--- src/rtl/fetch_redirect_ctrl.sv ---
// Pre-IF fetch engine: owns the next-fetch PC, drives the SRAM-like
// instruction port and hands one buffered instruction at a time to IF.
module fetch_redirect_ctrl #(
    parameter logic [31:0] RESET_PC = 32'hbfc00000,
    parameter logic [31:0] EXC_VEC  = 32'hbfc00380
) (
    input  logic        clk,
    input  logic        reset,
    input  logic        excp_entry,
    input  logic        eret_flush,
    input  logic [31:0] cp0_epc,
    input  logic        br_taken,
    input  logic [31:0] br_target,
    output logic        inst_req,
    output logic [31:0] inst_addr,
    input  logic        inst_addr_ok,
    input  logic        inst_data_ok,
    input  logic [31:0] inst_rdata,
    input  logic        fs_allowin,
    output logic        to_fs_valid,
    output logic [31:0] to_fs_pc,
    output logic [31:0] to_fs_inst,
    output logic        to_fs_adel
);

    typedef enum logic [1:0] {
        IDLE,
        REQ,
        WAIT,
        HOLD
    } state_t;

    state_t      state;
    logic [31:0] nf_pc;
    logic [31:0] req_pc;
    logic [31:0] buf_pc;
    logic [31:0] buf_inst;
    logic        buf_adel;
    logic        drop;

    logic        redir;
    logic [31:0] redir_pc;
    logic [31:0] nf_pc_next;
    logic        req_aligned;

    always_comb begin
        redir    = 1'b1;
        redir_pc = br_target;
        priority case (1'b1)
            excp_entry: redir_pc = EXC_VEC;
            eret_flush: redir_pc = cp0_epc;
            br_taken:   redir_pc = br_target;
            default:    redir    = 1'b0;
        endcase
    end

    assign nf_pc_next  = redir ? redir_pc : nf_pc;
    assign req_aligned = (req_pc[1:0] == 2'b00);

    assign inst_req    = (state == REQ) && req_aligned;
    assign inst_addr   = req_pc;
    assign to_fs_valid = (state == HOLD) && !redir;
    assign to_fs_pc    = buf_pc;
    assign to_fs_inst  = buf_inst;
    assign to_fs_adel  = buf_adel;

    always_ff @(posedge clk) begin
        if (reset) begin
            state    <= IDLE;
            nf_pc    <= RESET_PC;
            req_pc   <= 32'd0;
            drop     <= 1'b0;
            buf_pc   <= 32'd0;
            buf_inst <= 32'd0;
            buf_adel <= 1'b0;
        end else begin
            if (redir) nf_pc <= redir_pc;
            case (state)
                IDLE: begin
                    state  <= REQ;
                    req_pc <= nf_pc_next;
                end
                REQ: begin
                    if (!req_aligned) begin
                        if (redir) begin
                            req_pc <= redir_pc;
                        end else begin
                            state    <= HOLD;
                            buf_pc   <= req_pc;
                            buf_inst <= 32'd0;
                            buf_adel <= 1'b1;
                        end
                    end else begin
                        // request must stay stable; its response becomes stale
                        if (redir) drop <= 1'b1;
                        if (inst_addr_ok) begin
                            state <= WAIT;
                            if (!redir && !drop) nf_pc <= req_pc + 32'd4;
                        end
                    end
                end
                WAIT: begin
                    if (inst_data_ok) begin
                        drop <= 1'b0;
                        if (drop || redir) begin
                            state  <= REQ;
                            req_pc <= nf_pc_next;
                        end else begin
                            state    <= HOLD;
                            buf_pc   <= req_pc;
                            buf_inst <= inst_rdata;
                            buf_adel <= 1'b0;
                        end
                    end else if (redir) begin
                        drop <= 1'b1;
                    end
                end
                HOLD: begin
                    if (redir || fs_allowin) begin
                        state  <= REQ;
                        req_pc <= nf_pc_next;
                    end
                end
                default: state <= IDLE;
            endcase
        end
    end

endmodule

--- config.mk ---
export PLATFORM = sky130hd
export DESIGN_NAME = fetch_redirect_ctrl
export DESIGN_NICKNAME = d
export VERILOG_FILES = /design/src/rtl/fetch_redirect_ctrl.sv
export SDC_FILE = /design/constraint.sdc
export NUM_CORES = 1
export LEC_CHECK = 0
export BUFFER_PORTS_ARGS = -buffer_cell sky130_fd_sc_hd__buf_2
export CORE_ASPECT_RATIO = 1.4
export CORE_MARGIN = 10
export CORE_UTILIZATION = 47
export CTS_CLUSTER_SIZE = 20
export DETAILED_ROUTE_END_ITERATION = 8
export PLACE_DENSITY = 0.77
export SLEW_MARGIN = 10
export SYNTH_ARGS = -nofsm -noshare
export SYNTH_HDL_FRONTEND = slang
export SYNTH_SLANG_ARGS = --single-unit
--- constraint.sdc ---
create_clock -name clk -period 2.2 [get_ports clk]
set_input_delay 0.44 -clock clk [delete_from_list [all_inputs] [get_ports clk]]
set_output_delay 0.44 -clock clk [all_outputs]
set_load 0.03 [all_outputs]
* Word-level counts from Yosys, hierarchy flattened
Cells that the tools add are included.
Word-level totals: bits in registers 132, bits of input ports 104, logic and storage cells 77
Operators by class: $add $sub $neg 1, equal/unequal tests 13, muxes and demuxes 42, reductions and logical operators 14
Operators with widths (count):
- $mux W32 | 20
- $pmux W32 S2 | 2
- $pmux W32 S4 | 1
- $add A32 B3 Y32 const B | 1
- $ne A2 B2 Y1 const B | 7
- $mux W2 | 6
- $mux W1 | 10
- $reduce_and A5 Y1 | 2
- $pmux W2 S4 | 1
- $ne A3 B3 Y1 const B | 2
- $eq A2 B2 Y1 const B | 2
- $logic_not A2 Y1 | 2
- $pmux W1 S2 | 2
- $reduce_and A4 Y1 | 1
- $logic_and A1 B1 Y1 | 3
- $eq A2 B1 Y1 const B | 1
- $logic_not A1 Y1 | 2
- $logic_or A1 B1 Y1 | 2
- $ne A2 B1 Y1 const B | 1
- $reduce_and A2 Y1 | 1
- $reduce_bool A2 Y1 | 1

* Logic depth before layout (Yosys ltp)
Gate-level depths: netlist of run 1.
depth after elaboration 9, mapped depth 9

* Worst setup path before layout of run 1
No wires, ideal clock.
kind input -> output, start input port eret_flush, end output port to_fs_valid, arrival 1.834 ns, path slack -0.074 ns, cell stages on the path 5, path buffers 3, cells stage by stage buf_6 -> nor3_2 -> clkbuf_1 -> buf_1 -> and2_1
On the way: cells in the longest elaborated chain, start to end 4
RTL lines:
- start, declared | RTL line 10 | input logic eret_flush,
- $mux W1 (2 in a row) | RTL line 49 | priority case (1'b1)
- $logic_not A1 Y1 | RTL line 62 | assign to_fs_valid = (state == HOLD) && !redir;
- $logic_and A1 B1 Y1 | RTL line 62
- end, declared | RTL line 20 | output logic to_fs_valid,
No other way between the ends.

* Worst setup path in the final report of run 1
start register state[1], end register nf_pc[20]
On the way: cells in the longest elaborated chain, start to end 2
RTL lines:
- start, declared | RTL line 33 | state_t state;
- start signal, assigned | RTL line 69 | state <= IDLE;
- start signal, assigned | RTL line 80 | state <= REQ;
- start signal, assigned | RTL line 88 | state <= HOLD;
- $eq A2 B1 Y1 | RTL line 78 | case (state)
- $mux W32 | RTL line 78
- end signal, assigned | RTL line 77 | if (redir) nf_pc <= redir_pc;
- end signal, assigned | RTL line 98 | if (!redir && !drop) nf_pc <= req_pc + 32'd4;
- end, declared | RTL line 34 | logic [31:0] nf_pc;
No other way between the ends. A chain may end at the register's enable or synchronous reset.

==> results of run 1 <==
## cells by family (layout without fill, tap and decap cells)
group                    Yosys count  in the layout  share of synthesized area
AND/OR/NAND/NOR                  273            273                      0.202
AO/OA/AOI/OAI                    230            230                      0.222
flip-flops                       132            132                      0.404
buffers and inverters             92            313                     0.0549
multiplexers                      56             56                     0.0902
XOR/XNOR                          14             14                     0.0187
adder cells (fa/ha/maj)            4              4                    0.00765
## worst paths after layout
kind / slack (ps) / end / from / depth (start not counted)
worst max-delay path: 80 / nf_pc[20]$_SDFF_PP0_ / state[1]$_SDFFE_PP0P_ / 6
worst min-delay path: 260 / to_fs_inst[25]$_SDFFE_PP0P_ / inst_rdata[25] / 3
worst max register to register: 80 / nf_pc[20]$_SDFF_PP0_ / state[1]$_SDFFE_PP0P_ / 6
worst min register to register: 450 / to_fs_pc[15]$_SDFFE_PP0P_ / to_fs_pc[15]$_SDFFE_PP0P_ / 2
## worst max-delay path: stages (launching register included)
cell and delay [ps]:
dfxtp_2 330, inv_2 50, ha_2 170, or4bb_4 550, or3_1 340, or4_1 520
nand3_1 100
## registers in the layout (all words and copies together) (netlist names)
name / cells
to_fs_adel: 1
to_fs_inst: 32
to_fs_pc: 32
drop: 1
inst_addr: 32
state: 2
nf_pc: 32
## power by group through the flow
stage	Clock, µW	Sequential [µW]	Combinational (µW)
global placement	0	3020	3160
floorplan	0	3550	1370
detailed placement	0	3030	3200
CTS	2970	2980	3280
finish	2950	3000	3340
global route	3080	3020	3580
## cell type report
class / count / area (µm²) / share of cell area
clock buffers: 18 / 439 / 0.0503
inverters: 12 / 45.0 / 0.00515
well taps: 185 / 231 / 0.0265
repair buffers: 269 / 1600 / 0.183
clock inverters: 14 / 178 / 0.0203
multi-input cells: 577 / 3600 / 0.412
flip-flops and latches: 132 / 2650 / 0.303
## stage by stage
stage / cells / utilization / total power (µW) / instance area [µm²]
final: 1207 / 0.634 / 9290 / 8740
after global routing: 1207 / 0.634 / 9690 / 8740
after floorplan: 801 / - / 4920 / 6550
after CTS: 1205 / 0.631 / 9230 / 8700
after detailed placement: 1172 / 0.585 / 6230 / 8060
after global placement: 1172 / 0.585 / 6180 / 8060
## layer usage
layer  track usage  share of wire  vias up
li1              -              -     3376
met1         0.268           0.38     3405
met2         0.393           0.51      350
met3        0.0526          0.078       58
met4         0.109          0.036        0
met5             0              0        -
## placed cells by master, fill, tap and decap left out, drive strengths merged, types with 4 or more instances in the layout
cell and n:
mux2i 32, and3 5, a21oi 85, dfxtp 132
clkinv 5, nor2 65, a22oi 33, inv 15
o21ai 7, xor2 4, and4 9, nor3 54
nand2 75, nand3 14, o22ai 15, o211ai 4
buf 269, ha 4, xnor2 10, a211oi 40
nand4 6, a31oi 33, nor4 24, clkbuf 18
or3 7, mux2 24
## what timing repair did
item,4_1_cts,5_1_grt
buffers inserted,1,2
resized for setup,4,9
endpoints found under the hold margin,0,0
endpoints found under the setup margin,1,67
==> results by group, run 1 <==
Timing
  – Peak Freq: 472 MHz
  – Hold Worst Slack: 262 ps
  – Tcrit/Tclk final: 0.964
  – PnR worst setup slack: 79.8 ps
  – RSZ-0062 raised after global routing: no
  – Final min period: 2120 ps
  – Slew HR: 0.558
  – Max Clock Skew: 8.86 ps
  – Slew Limit Fails: 0
  – TNS Setup: 0 ps
  – Setup-failing EPs final: 0
  – Final Hold Fails: 0
  – Worst slew pin tran: 662 ps

Layout
  – Nets: 1117
  – Ant. Diodes: 0
  – Fill count: 1242
  – Area Growth Syn to Fin: 33.5%
  – Share of post-route cells with drive strength above 1: 0.338

Pwr
  – Int Pwr: 5770 µW
  – Clock share of power: 0.318
  – Flop pwr share: 0.323
  – P_sw: 3510 µW
  – Pleak: 0.00369 µW
  – PwrDens: 1060 nW/µm²
  – Gate power share: 0.360
  – Sw Ratio: 0.378
  – Peak VDD IR: 690 µV

Placed design
  – Dpl hpwl: 16400 µm
  – Worst slack at placement: 30.5 ps
  – Routability Congestion: 0.878
  – Port bufs: 202

Critical path
  – Critical Path AT: 2470 ps
  – Crit end category: flip-flop
  – Crit path required time: 2550 ps
  – Top fanout value on the critical path: 4
  – Critical path type: reg2reg
  – Worst Setup Start Kind: flip-flop

Floorplan
  – Placeable Area: 13800 µm²
  – Site Rows: 51
  – I/O pin cnt: 203
  – Die height: 160 µm
  – Initial Util: 0.475
  – DIE AREA: 19100 µm²
  – Die extent in x: 120 µm

Global routing
  – Grt total ovfl: 0
  – First-pass GRT wire length: 36500 µm
  – Largest net degree at the start of global routing: 63
  – Initial antenna violation count: 0
  – Global-route total usage across every layer: 0.231
  – Vias in the first global route: 6853

Synthesis
  – Post-synthesis cell count: 801
  – Seq/Total Area, Yosys: 0.404
  – EDFF count, synth: 0
  – Syn avg cell area: 8.17 µm²
  – Count leader, synth: dfxtp_1
  – Post-Synthesis Cell Area: 6540 µm²
  – Leading area contributor after synthesis: dfxtp_1
  – Cell variety after synth: 45
  – Post-synth ARST share: 0
  – Yosys top cell area share: 0.404
  – Synth area leaders: dfxtp_1 40%, a21oi_1 6.5%, mux2i_1 4.9%
  – YS warnings: 0
  – Commonest cells in the netlist: 132 x dfxtp_1, 85 x a21oi_1, 75 x nand2_1
  – #FFs+latches synth: 132
  – Main synth FF type: dfxtp_1
  – Syn Nets: 909

Clock network
  – Skew-Pair Late Insertion Delay: 420 ps
  – TritonCTS clock tree: yes
  – CTS H-Tree Depth: 4
  – Root buffer selected by CTS: clkbuf_16
  – Clk buf depth: 2
  – Hold_buf cts: 0
  – Sinks on Clock Net: 132
  – Clock Pin Slew Worst Setup and Hold Paths: 60 ps
  – Num CTS Buffers: 17

Detailed routing
  – Drt drc: 0
  – Routed Antenna Nets: 0
  – Initial DRC count: 728
  – Vias: 7189
  – DRT Wirelength: 23100 µm
  – Avg Vias per Cell: 5.96
  – Drt pass-1 iters: 6
  – DR WL/cell: 19.1 µm

Run status
  – Status: complete, no violations

Worst hold path
  – HP Class: in2reg

Flow run
  – Max-Cap Viols: 0
No activity file was read; power rests on OpenSTA's default activity.
==> inputs of run 2 (changes only) <==
--- a/config.mk
+++ b/config.mk
@@ -5,12 +5,14 @@
 export SDC_FILE = /design/constraint.sdc
 export NUM_CORES = 1
 export LEC_CHECK = 0
+export ABC_AREA = 1
 export BUFFER_PORTS_ARGS = -buffer_cell sky130_fd_sc_hd__buf_2
 export CORE_ASPECT_RATIO = 1.4
 export CORE_MARGIN = 10
-export CORE_UTILIZATION = 47
+export CORE_UTILIZATION = 48
 export CTS_CLUSTER_SIZE = 20
 export DETAILED_ROUTE_END_ITERATION = 8
+export GPL_ROUTABILITY_DRIVEN = 0
 export PLACE_DENSITY = 0.77
 export SLEW_MARGIN = 10
 export SYNTH_ARGS = -nofsm -noshare
==> results by group, run 2 <==
Floorplan
  – Placeable Area: 15000 µm²
  – Die extent in x: 124 µm
  – Initial Util: 0.489
  – Site Rows: 53
  – I/O pin cnt: 203
  – DIE AREA: 20700 µm²
  – Die height: 166 µm

Global routing
  – First-pass GRT wire length: 39800 µm
  – Vias in the first global route: 8016
  – Largest net degree at the start of global routing: 50
  – Grt total ovfl: 0
  – Initial antenna violation count: 0
  – Global-route total usage across every layer: 0.231

Synthesis
  – Leading area contributor after synthesis: dfxtp_1
  – YS warnings: 0
  – Post-synthesis cell count: 1216
  – Seq/Total Area, Yosys: 0.361
  – Post-Synthesis Cell Area: 7320 µm²
  – Count leader, synth: nand2_1
  – Synth area leaders: dfxtp_1 36%, nand2_1 17%, nor2_1 15%
  – Commonest cells in the netlist: 340 x nand2_1, 301 x nor2_1, 132 x dfxtp_1
  – Syn Nets: 1324
  – Cell variety after synth: 33
  – Post-synth ARST share: 0
  – EDFF count, synth: 0
  – Yosys top cell area share: 0.361
  – #FFs+latches synth: 132
  – Syn avg cell area: 6.02 µm²
  – Main synth FF type: dfxtp_1

Pwr
  – Peak VDD IR: 1000 µV
  – PwrDens: 1470 nW/µm²
  – Pleak: 0.00463 µW

Layout
  – Final core utilization: 0.615
  – Ant. Diodes: 0
  – Final non-filler cell total: 1619
  – Register Area: 2640 µm²
  – Share of post-route cells with drive strength above 1: 0.221
  – Commonest non-fill, non-tap cell in the layout: nand2_1
  – Nets: 1525
  – Area of the multi-input gates: 4070 µm²
  – Fill count: 1500
  – Most frequent cells in the layout: 340 x nand2_1, 301 x nor2_1, 202 x buf_2
  – Area Growth Syn to Fin: 25.9%
  – Final instance area: 9220 µm²

Clock network
  – Root buffer selected by CTS: clkbuf_16
  – Clk buf depth: 2
  – Post-CTS setup repair buffer count: 0
  – CTS H-Tree Depth: 4
  – Num CTS Buffers: 17
  – Hold_buf cts: 0
  – TritonCTS clock tree: yes
  – Sinks on Clock Net: 132
  – Clock Pin Slew Worst Setup and Hold Paths: 60 ps
  – Skew-Pair Late Insertion Delay: 430 ps

Timing
  – Peak Freq: 499 MHz
  – Final Hold Fails: 0
  – Worst slew pin tran: 532 ps
  – Max Clock Skew: 12.3 ps
  – Final min period: 2000 ps
  – Tcrit/Tclk final: 0.911
  – Slew Limit Fails: 0
  – Slew HR: 0.645
  – PnR worst setup slack: 195 ps
  – TNS Setup: 0 ps
  – Setup-failing EPs final: 0
  – RSZ-0062 raised after global routing: no

Detailed routing
  – DRT Wirelength: 24900 µm
  – Routed Antenna Nets: 0
  – Vias: 8330
  – Avg Vias per Cell: 5.15
  – Drt pass-1 iters: 5
  – Initial DRC count: 688
  – DR WL/cell: 15.4 µm
  – Drt drc: 0

Critical path
  – Crit path max-delay cell type: dfxtp_1
  – CP bufs+invs: 2
  – Top fanout value on the critical path: 7
  – Cell family with most CP delay: flip-flops
  – CP max stage delay: 390 ps
  – Crit path required time: 1760 ps
  – Critical path cell sequence: ha_2 > nand2_1 > inv_1 > buf_2
  – Crit end category: output pin
  – Worst Setup Start Kind: flip-flop
  – Critical path type: reg2out
  – Critical Path AT: 1560 ps

Placed design
  – Worst slack at placement: 122 ps
  – Placed inst area: 8670 µm²
  – Placed insts: 1590
  – Dpl hpwl: 18700 µm
  – Port bufs: 202

Run status
  – Status: complete, no violations

Worst hold path
  – HP Class: in2reg

Flow run
  – Max-Cap Viols: 0
## run 2: area by class of cell
| class | count | share of cell area |
|---|---|---|
| flip-flops and latches | 132 | 0.287 |
| repair buffers | 247 | 0.153 |
| well taps | 192 | 0.0261 |
| multi-input cells | 937 | 0.441 |
| inverters | 82 | 0.0336 |
| clock buffers | 23 | 0.0507 |
| clock inverters | 6 | 0.00868 |
## run 2: worst paths after layout
path                              start                          to  slack [ps]  depth (start not counted)
max               state[0]$_SDFFE_PP0P_                    inst_req         200                          4
min                       inst_rdata[7]  to_fs_inst[7]$_SDFFE_PP0P_         310                          3
max reg2reg       state[0]$_SDFFE_PP0P_   to_fs_pc[29]$_SDFFE_PP0P_         250                          9
min reg2reg  to_fs_inst[7]$_SDFFE_PP0P_  to_fs_inst[7]$_SDFFE_PP0P_         460                          2
## run 2: worst min-delay path, cell delays in order
cell and delay (ps):
buf_2 90, nand4_1 80, a21oi_1 60
## run 2: layer usage
metal | part of all wire | up-vias | GRT usage
li1 | - | 4194 | -
met1 | 0.39 | 3734 | 0.246
met2 | 0.49 | 322 | 0.397
met3 | 0.062 | 80 | 0.0594
met4 | 0.056 | 0 | 0.147
met5 | 0 | - | 0
## run 2: cells by family after synthesis
family	share of synthesized area
XOR/XNOR	0.00837
AO/OA/AOI/OAI	0.0995
adder cells (fa/ha/maj)	0.00684
flip-flops	0.361
AND/OR/NAND/NOR	0.440
buffers and inverters	0.0844
## run 2: repair_timing
item,CTS,global route
gates resized for setup,0,2
hold endpoints to repair,0,0
setup endpoints to repair,0,16
## run 2: metrics by stage
step	power (µW)	hold WS, ps
after floorplan	8710	483
after global placement	10800	444
after detailed placement	10900	454
after CTS	13600	292
after global routing	14500	303
final	13600	307
## run 2: report_power, final
group,internal (µW),switching (µW)
sequential,3310,739
combinational,2090,4760
clock,1700,996
